[config.mk]
export PLATFORM = sky130hd
export DESIGN_NAME = bcd_to_xs3_serial_tx_flat
export DESIGN_NICKNAME = d
export VERILOG_FILES = /design/src/rtl/xs3_pkg.sv /design/src/rtl/bcd_to_xs3_serial_tx_if.sv /design/src/rtl/xs3_digit_fifo.sv /design/src/rtl/bcd_to_xs3_serial_tx.sv /design/src/flat_wrapper.sv
export SDC_FILE = /design/constraint.sdc
export NUM_CORES = 1
export LEC_CHECK = 0
export CORE_AREA = 8 8 72 49
export DETAILED_ROUTE_END_ITERATION = 12
export DIE_AREA = 0 0 80 57
export PLACE_DENSITY = 0.7
export SETUP_SLACK_MARGIN = 0.3
export SYNTH_ARGS = -nofsm -noshare
export SYNTH_HDL_FRONTEND = slang
export SYNTH_SLANG_ARGS = --single-unit
[constraint.sdc]
create_clock -name Clk -period 1.8 [get_ports Clk]
set_input_delay 0.36 -clock Clk [delete_from_list [all_inputs] [get_ports Clk]]
set_output_delay 0.36 -clock Clk [all_outputs]
set_load 0.05 [all_outputs]
[src/rtl/xs3_pkg.sv]
// Shared constants and helpers for the serial BCD to Excess-3 transmitter.
// Holds the Excess-3 offset, digit geometry and the frame state codes.
package xs3_pkg;

   localparam logic [3:0] XS3_OFFSET     = 4'b0011;
   localparam int         BITS_PER_DIGIT = 4;
   localparam logic [3:0] BCD_MAX        = 4'd9;

   localparam logic [2:0] S_IDLE = 3'd0;
   localparam logic [2:0] S_B0   = 3'd1;
   localparam logic [2:0] S_B1   = 3'd2;
   localparam logic [2:0] S_B2   = 3'd3;
   localparam logic [2:0] S_B3   = 3'd4;

   function automatic logic maj(input logic a, input logic b, input logic c);
      return (a & b) | (a & c) | (b & c);
   endfunction

endpackage

[src/rtl/bcd_to_xs3_serial_tx_if.sv]
// Parallel BCD digit handshake into the serial Excess-3 transmitter.
// The producer drives valid/digit, the transmitter answers with ready.
interface bcd_to_xs3_serial_tx_if;

   logic       In_Valid;
   logic       In_Ready;
   logic [3:0] In_Bcd;

   modport master (
      output In_Valid,
      output In_Bcd,
      input  In_Ready
   );

   modport slave (
      input  In_Valid,
      input  In_Bcd,
      output In_Ready
   );

endinterface

[src/rtl/xs3_digit_fifo.sv]
// Small synchronous digit FIFO; count bit separates full from empty.
// Pointers wrap naturally because DEPTH is a power of two.
module xs3_digit_fifo
   import xs3_pkg::*;
#(
   parameter int DEPTH = 2
) (
   input  logic                      Clk,
   input  logic                      Rst,
   input  logic                      push,
   input  logic                      pop,
   input  logic [BITS_PER_DIGIT-1:0] din,
   output logic [BITS_PER_DIGIT-1:0] dout,
   output logic                      full,
   output logic                      empty
);

   localparam int AW = $clog2(DEPTH);

   logic [BITS_PER_DIGIT-1:0] mem_q [DEPTH];
   logic [AW-1:0]             wr_q;
   logic [AW-1:0]             rd_q;
   logic [AW:0]               cnt_q;

   always_ff @(posedge Clk) begin
      if (Rst) begin
         wr_q  <= '0;
         rd_q  <= '0;
         cnt_q <= '0;
      end else begin
         if (push) begin
            mem_q[wr_q] <= din;
            wr_q        <= wr_q + 1'b1;
         end
         if (pop) rd_q <= rd_q + 1'b1;
         case ({push, pop})
            2'b10:   cnt_q <= cnt_q + 1'b1;
            2'b01:   cnt_q <= cnt_q - 1'b1;
            default: ;
         endcase
      end
   end

   assign dout  = mem_q[rd_q];
   assign full  = (cnt_q == (AW+1)'(DEPTH));
   assign empty = (cnt_q == '0);

endmodule

[src/rtl/bcd_to_xs3_serial_tx.sv]
// Bit-serial BCD to Excess-3 transmitter: FIFO-buffered digits are sent
// LSB first on Z, adding 0011 with a one-bit adder and a carry flop.
module bcd_to_xs3_serial_tx
   import xs3_pkg::*;
#(
   parameter int DEPTH = 2
) (
   input  logic                          Clk,
   input  logic                          Rst,
   bcd_to_xs3_serial_tx_if.slave         bus,
   output logic                          Z,
   output logic                          Z_Valid,
   output logic                          Z_First,
   output logic                          Err,
   output logic                          Busy
);

   logic       full, empty, acc, legal, push, pop, k;
   logic [3:0] dout;
   logic [2:0] st_q, st_d;
   logic [3:0] sh_q, sh_d;
   logic       c_q, c_d;
   logic       z_q, z_d;
   logic       zv_q, zv_d;
   logic       zf_q, zf_d;
   logic       err_q, err_d;

   assign bus.In_Ready = !full && !Rst;
   assign acc          = bus.In_Valid && bus.In_Ready;
   assign legal        = (bus.In_Bcd <= BCD_MAX);
   assign push         = acc && legal;
   assign pop          = !empty && ((st_q == S_IDLE) || (st_q == S_B3));

   xs3_digit_fifo #(.DEPTH(DEPTH)) u_fifo (
      .Clk   (Clk),
      .Rst   (Rst),
      .push  (push),
      .pop   (pop),
      .din   (bus.In_Bcd),
      .dout  (dout),
      .full  (full),
      .empty (empty)
   );

   // In Bi the next offset bit is K[i+1]; state codes B0..B2 are 1..3.
   assign k = XS3_OFFSET[st_q[1:0]];

   always_comb begin
      st_d  = st_q;
      sh_d  = sh_q;
      c_d   = c_q;
      z_d   = z_q;
      zv_d  = zv_q;
      zf_d  = 1'b0;
      err_d = acc && !legal;
      unique case (1'b1)
         pop: begin
            st_d = S_B0;
            sh_d = dout;
            z_d  = dout[0] ^ XS3_OFFSET[0];
            c_d  = dout[0] & XS3_OFFSET[0];
            zv_d = 1'b1;
            zf_d = 1'b1;
         end
         (st_q == S_B3) && empty: begin
            st_d = S_IDLE;
            z_d  = 1'b0;
            zv_d = 1'b0;
            c_d  = 1'b0;
         end
         (st_q == S_B0) || (st_q == S_B1) || (st_q == S_B2): begin
            st_d = st_q + 3'd1;
            sh_d = sh_q >> 1;
            z_d  = sh_q[1] ^ k ^ c_q;
            c_d  = maj(sh_q[1], k, c_q);
         end
         default: ;
      endcase
   end

   always_ff @(posedge Clk) begin
      if (Rst) begin
         st_q  <= S_IDLE;
         sh_q  <= '0;
         c_q   <= 1'b0;
         z_q   <= 1'b0;
         zv_q  <= 1'b0;
         zf_q  <= 1'b0;
         err_q <= 1'b0;
      end else begin
         st_q  <= st_d;
         sh_q  <= sh_d;
         c_q   <= c_d;
         z_q   <= z_d;
         zv_q  <= zv_d;
         zf_q  <= zf_d;
         err_q <= err_d;
      end
   end

   assign Z       = z_q;
   assign Z_Valid = zv_q;
   assign Z_First = zf_q;
   assign Err     = err_q;
   assign Busy    = !empty || (st_q != S_IDLE);

endmodule

[src/flat_wrapper.sv]
// flat-port wrapper written by rule: the top's interface ports become plain ports
module bcd_to_xs3_serial_tx_flat import xs3_pkg::*;
#(
   parameter int DEPTH = 2
)
  (Clk, Rst, Z, Z_Valid, Z_First, Err, Busy, bus_In_Valid, bus_In_Bcd, bus_In_Ready);
  bcd_to_xs3_serial_tx_if bus_i ();
  input  logic Clk;
  input  logic Rst;
  output logic Z;
  output logic Z_Valid;
  output logic Z_First;
  output logic Err;
  output logic Busy;
  input wire logic [$bits(bus_i.In_Valid)-1:0] bus_In_Valid;
  input wire logic [$bits(bus_i.In_Bcd)-1:0] bus_In_Bcd;
  output wire logic [$bits(bus_i.In_Ready)-1:0] bus_In_Ready;
  assign bus_i.In_Valid = bus_In_Valid;
  assign bus_i.In_Bcd = bus_In_Bcd;
  assign bus_In_Ready = bus_i.In_Ready;
  bcd_to_xs3_serial_tx #(.DEPTH(DEPTH)) u_core (.Clk(Clk), .Rst(Rst), .bus(bus_i), .Z(Z), .Z_Valid(Z_Valid), .Z_First(Z_First), .Err(Err), .Busy(Busy));
endmodule
==> flow_summary.json <==
{
  "outcome": "complete, no violations",
  "yosys_warnings": 0,
  "synth_fa_ha_area_share_pct": 8.520,
  "cp.required_ns": 2.00,
  "rsz0062_at_grt": "true",
  "via_per_inst": 5.284,
  "worstSetupPathDepth": 8,
  "synthSimpleGateAreaFrac_pct": 11.32,
  "p_sw_share_pct": 39.01,
  "wl_um": 2460,
  "cts_hold_buf": 0,
  "postSynthCellCount": 102,
  "rows": 15,
  "wl_per_cell_um": 14.56,
  "cts_buffer_depth": 2,
  "grt_usage_pct": 10.85,
  "pin_count": 13,
  "path_clk_slew_ns": 0.08,
  "p_clk_share_pct": 17.1,
  "critPathArrivalTime_ns": 1.75,
  "gr-total-overflow": 0,
  "crit_type": "reg2reg",
  "rr_worst_depth": 8,
  "cts_made_buffers": 3,
  "p_int_mw": 1.684,
  "cts_tree": "done",
  "drive_gt1_share_pct": 37.78,
  "synth_top_family_by_area": "compound AO/OA/AOI/OAI gates",
  "fin_skew_ns": 0.003339,
  "path_cells": "inv_4 -> ha_4 -> o21ai_4 -> inv_6 -> ha_4 -> xnor2_1 -> or3_1 -> a21oi_1",
  "die_height_um": 57,
  "final-max-slew-violation-count": 0,
  "synth_mux_area_share_pct": 4.484,
  "syn_nets": 116,
  "layout_commonest_cell": "buf_4",
  "cpMostUsedCell": "ha_4",
  "syn_to_final_growth_pct": 41.93,
  "path_delay_family": "flip-flops",
  "combPwrFrac_pct": 51.8,
  "fin_crit_sh_pct": 85.96,
  "drt-initial-drc-count": 52,
  "layout.nets": 150,
  "critPathSlowestCell": "dfxtp_4",
  "synth_compound_area_share_pct": 17.83,
  "remaining_drc_errors": 0,
  "drv_cap": 0,
  "setup_slack_ns": 0.2527,
  "grt_pass1_wl_um": 3843,
  "vias": 893,
  "ys_types": 34,
  "cts-root-buf": "clkbuf_8",
  "async_reset_ff_share_pct": 0,
  "synth_xor_area_share_pct": 2.354,
  "antenna_left": 0,
  "seq_area_frac_synth_pct": 50.22,
  "syn_area_um2": 1116,
  "timing_hold_violations_final": 0,
  "finalPower_mw": 2.762,
  "antenna_found_initial": 0,
  "die_w_um": 80,
  "gp_congestion": 0.8084,
  "io_buffers": 12,
  "synth-edff-count": 8,
  "grt_max_degree": 15,
  "ir_drop_v": 0.0007743,
  "cts.sink_count": 24,
  "syn_avg_cell_area_um2": 10.94,
  "worstSetupEndpointType": "flip-flop",
  "p_per_area_nw_per_um2": 1744,
  "worst_pin_slew_ns": 0.2812,
  "layout_common_cells": "buf_4 (22), dfxtp_1 (12), nor2_1 (10), edfxtp_1 (8)",
  "switchingPower_mw": 1.078,
  "p_seq_share_pct": 31.2,
  "cp_max_fo": 3,
  "relSlewSlack_pct": 81.14,
  "finalCriticalPeriod_ns": 1.547,
  "start_util_pct": 43.09,
  "diodes": 0,
  "leakage_nw": 0.6120,
  "cp-start-kind": "flip-flop",
  "coreArea_um2": 2590,
  "first_pass_iters": 4,
  "grt_pass1_vias": 818,
  "max_freq_mhz": 646.3,
  "clk_latency_ns": 0.27,
  "post-place-ws_ns": -0.1767,
  "synth_ff_type": "dfxtp_1",
  "slowest_delay_ns": 0.38,
  "die_area_um2": 4560,
  "hpwl_um": 1655,
  "hold_class": "reg2reg",
  "h-tree-depth": 1,
  "whs_path_depth": 2,
  "ys_ff_latch": 24,
  "setup_violations": 0,
  "crit_buf_inv": 2
}
==> area by class of cell <==
| class | count | area, um2 |
|---|---|---|
| multi-input combinational | 66 | 571.8 |
| sequential | 24 | 573.1 |
| fill | 211 | 1006 |
| clock buffer | 3 | 41.29 |
| timing repair buffer | 31 | 270.3 |
| inverter | 10 | 55.05 |
| clock inverter | 1 | 30.03 |
| tap | 34 | 42.54 |
==> final timing paths <==
check,from,to,slack (ns)
max,u_core.st_q[0],u_core.u_fifo.cnt_q[1],0.25
min,u_core.sh_q[2],u_core.sh_q[1],0.48
max reg2reg,u_core.st_q[0],u_core.u_fifo.cnt_q[1],0.25
min reg2reg,u_core.sh_q[2],u_core.sh_q[1],0.48
==> registers in the layout (all words and copies together), names as in the netlist, named ones only <==
register             cells
u_core.sh_q              3
u_core.u_fifo.rd_q       1
u_core.u_fifo.mem_q      8
u_core.Z_Valid           1
u_core.u_fifo.cnt_q      2
u_core.Z                 1
u_core.Err               1
u_core.Z_First           1
u_core.st_q              3
u_core.u_fifo.wr_q       1
u_core.c_q               1
==> worst reg2reg max path, cell delays in order, from the launching register on <==
cell     delay (ns)
dfxtp_4        0.38
inv_4          0.05
ha_4           0.17
o21ai_4        0.09
inv_6          0.06
ha_4           0.16
xnor2_1        0.12
or3_1          0.32
a21oi_1        0.15
==> cells in the mapped netlist, types with 2 or more instances <==
cell type | instances | share of area (%)
mux2i_1 | 5 | 4.5
xnor2_1 | 2 | 1.6
o32ai_1 | 3 | 2.4
nor2_1 | 12 | 4.0
a21oi_1 | 4 | 1.8
o21a_1 | 2 | 1.3
inv_1 | 8 | 2.7
a211oi_1 | 4 | 2.7
nand2_1 | 5 | 1.7
edfxtp_1 | 8 | 22
nor2b_1 | 2 | 1.1
dfxtp_1 | 16 | 29
ha_1 | 6 | 6.7
o21ai_0 | 4 | 1.8
nand4_1 | 2 | 1.1
==> stage by stage <==
| stage | hold slack [ns] | utilization [%] | std cells | instance area, um2 | setup TNS [ns] |
|---|---|---|---|---|---|
| global route | 0.4977 | 61.16 | 169 | 1584 | 0 |
| CTS | 0.4755 | 59.28 | 168 | 1535 | 0 |
| global placement | 0.4570 | 54.30 | 157 | 1406 | -0.4848 |
| floorplan | 0.4500 | - | 102 | 1174 | 0 |
| finish | 0.4778 | 61.16 | 169 | 1584 | 0 |
| detailed placement | 0.4644 | 54.30 | 157 | 1406 | -0.5493 |
==> metal layers <==
layer	vias to the layer above	part of all wire [%]	GRT usage [%]	wire, um
met3	5	5.1	3.918	125
met4	0	1.7	5.412	42
met2	21	47	15.50	1146
met1	433	47	13.99	1145
met5	-	0	0	0
li1	434	-	-	-
==> power by group through the flow <==
stage | sequential [mW] | clock (mW) | combinational (mW)
after floorplan | 0.896 | 0 | 0.821
after detailed placement | 0.865 | 0 | 1.22
final | 0.861 | 0.471 | 1.43
after global routing | 0.873 | 0.495 | 1.54
after CTS | 0.858 | 0.469 | 1.33
after global placement | 0.856 | 0 | 1.19
==> what timing repair did <==
item	in CTS	in global routing
endpoints found under the setup margin	12	16
pin swaps	5	3
setup buffers	7	1
gates resized for setup	11	9
gates cloned	0	0
==> cells by family (layout without fill, tap and decap cells) <==
family | after synthesis | count (layout)
AO/OA/AOI/OAI | 25 | 25
XOR/XNOR | 3 | 3
adder cells (fa/ha/maj) | 7 | 7
buffers and inverters | 12 | 45
flip-flops | 24 | 24
multiplexers | 5 | 5
AND/OR/NAND/NOR | 26 | 26
No activity file was read; power rests on OpenSTA's default activity.
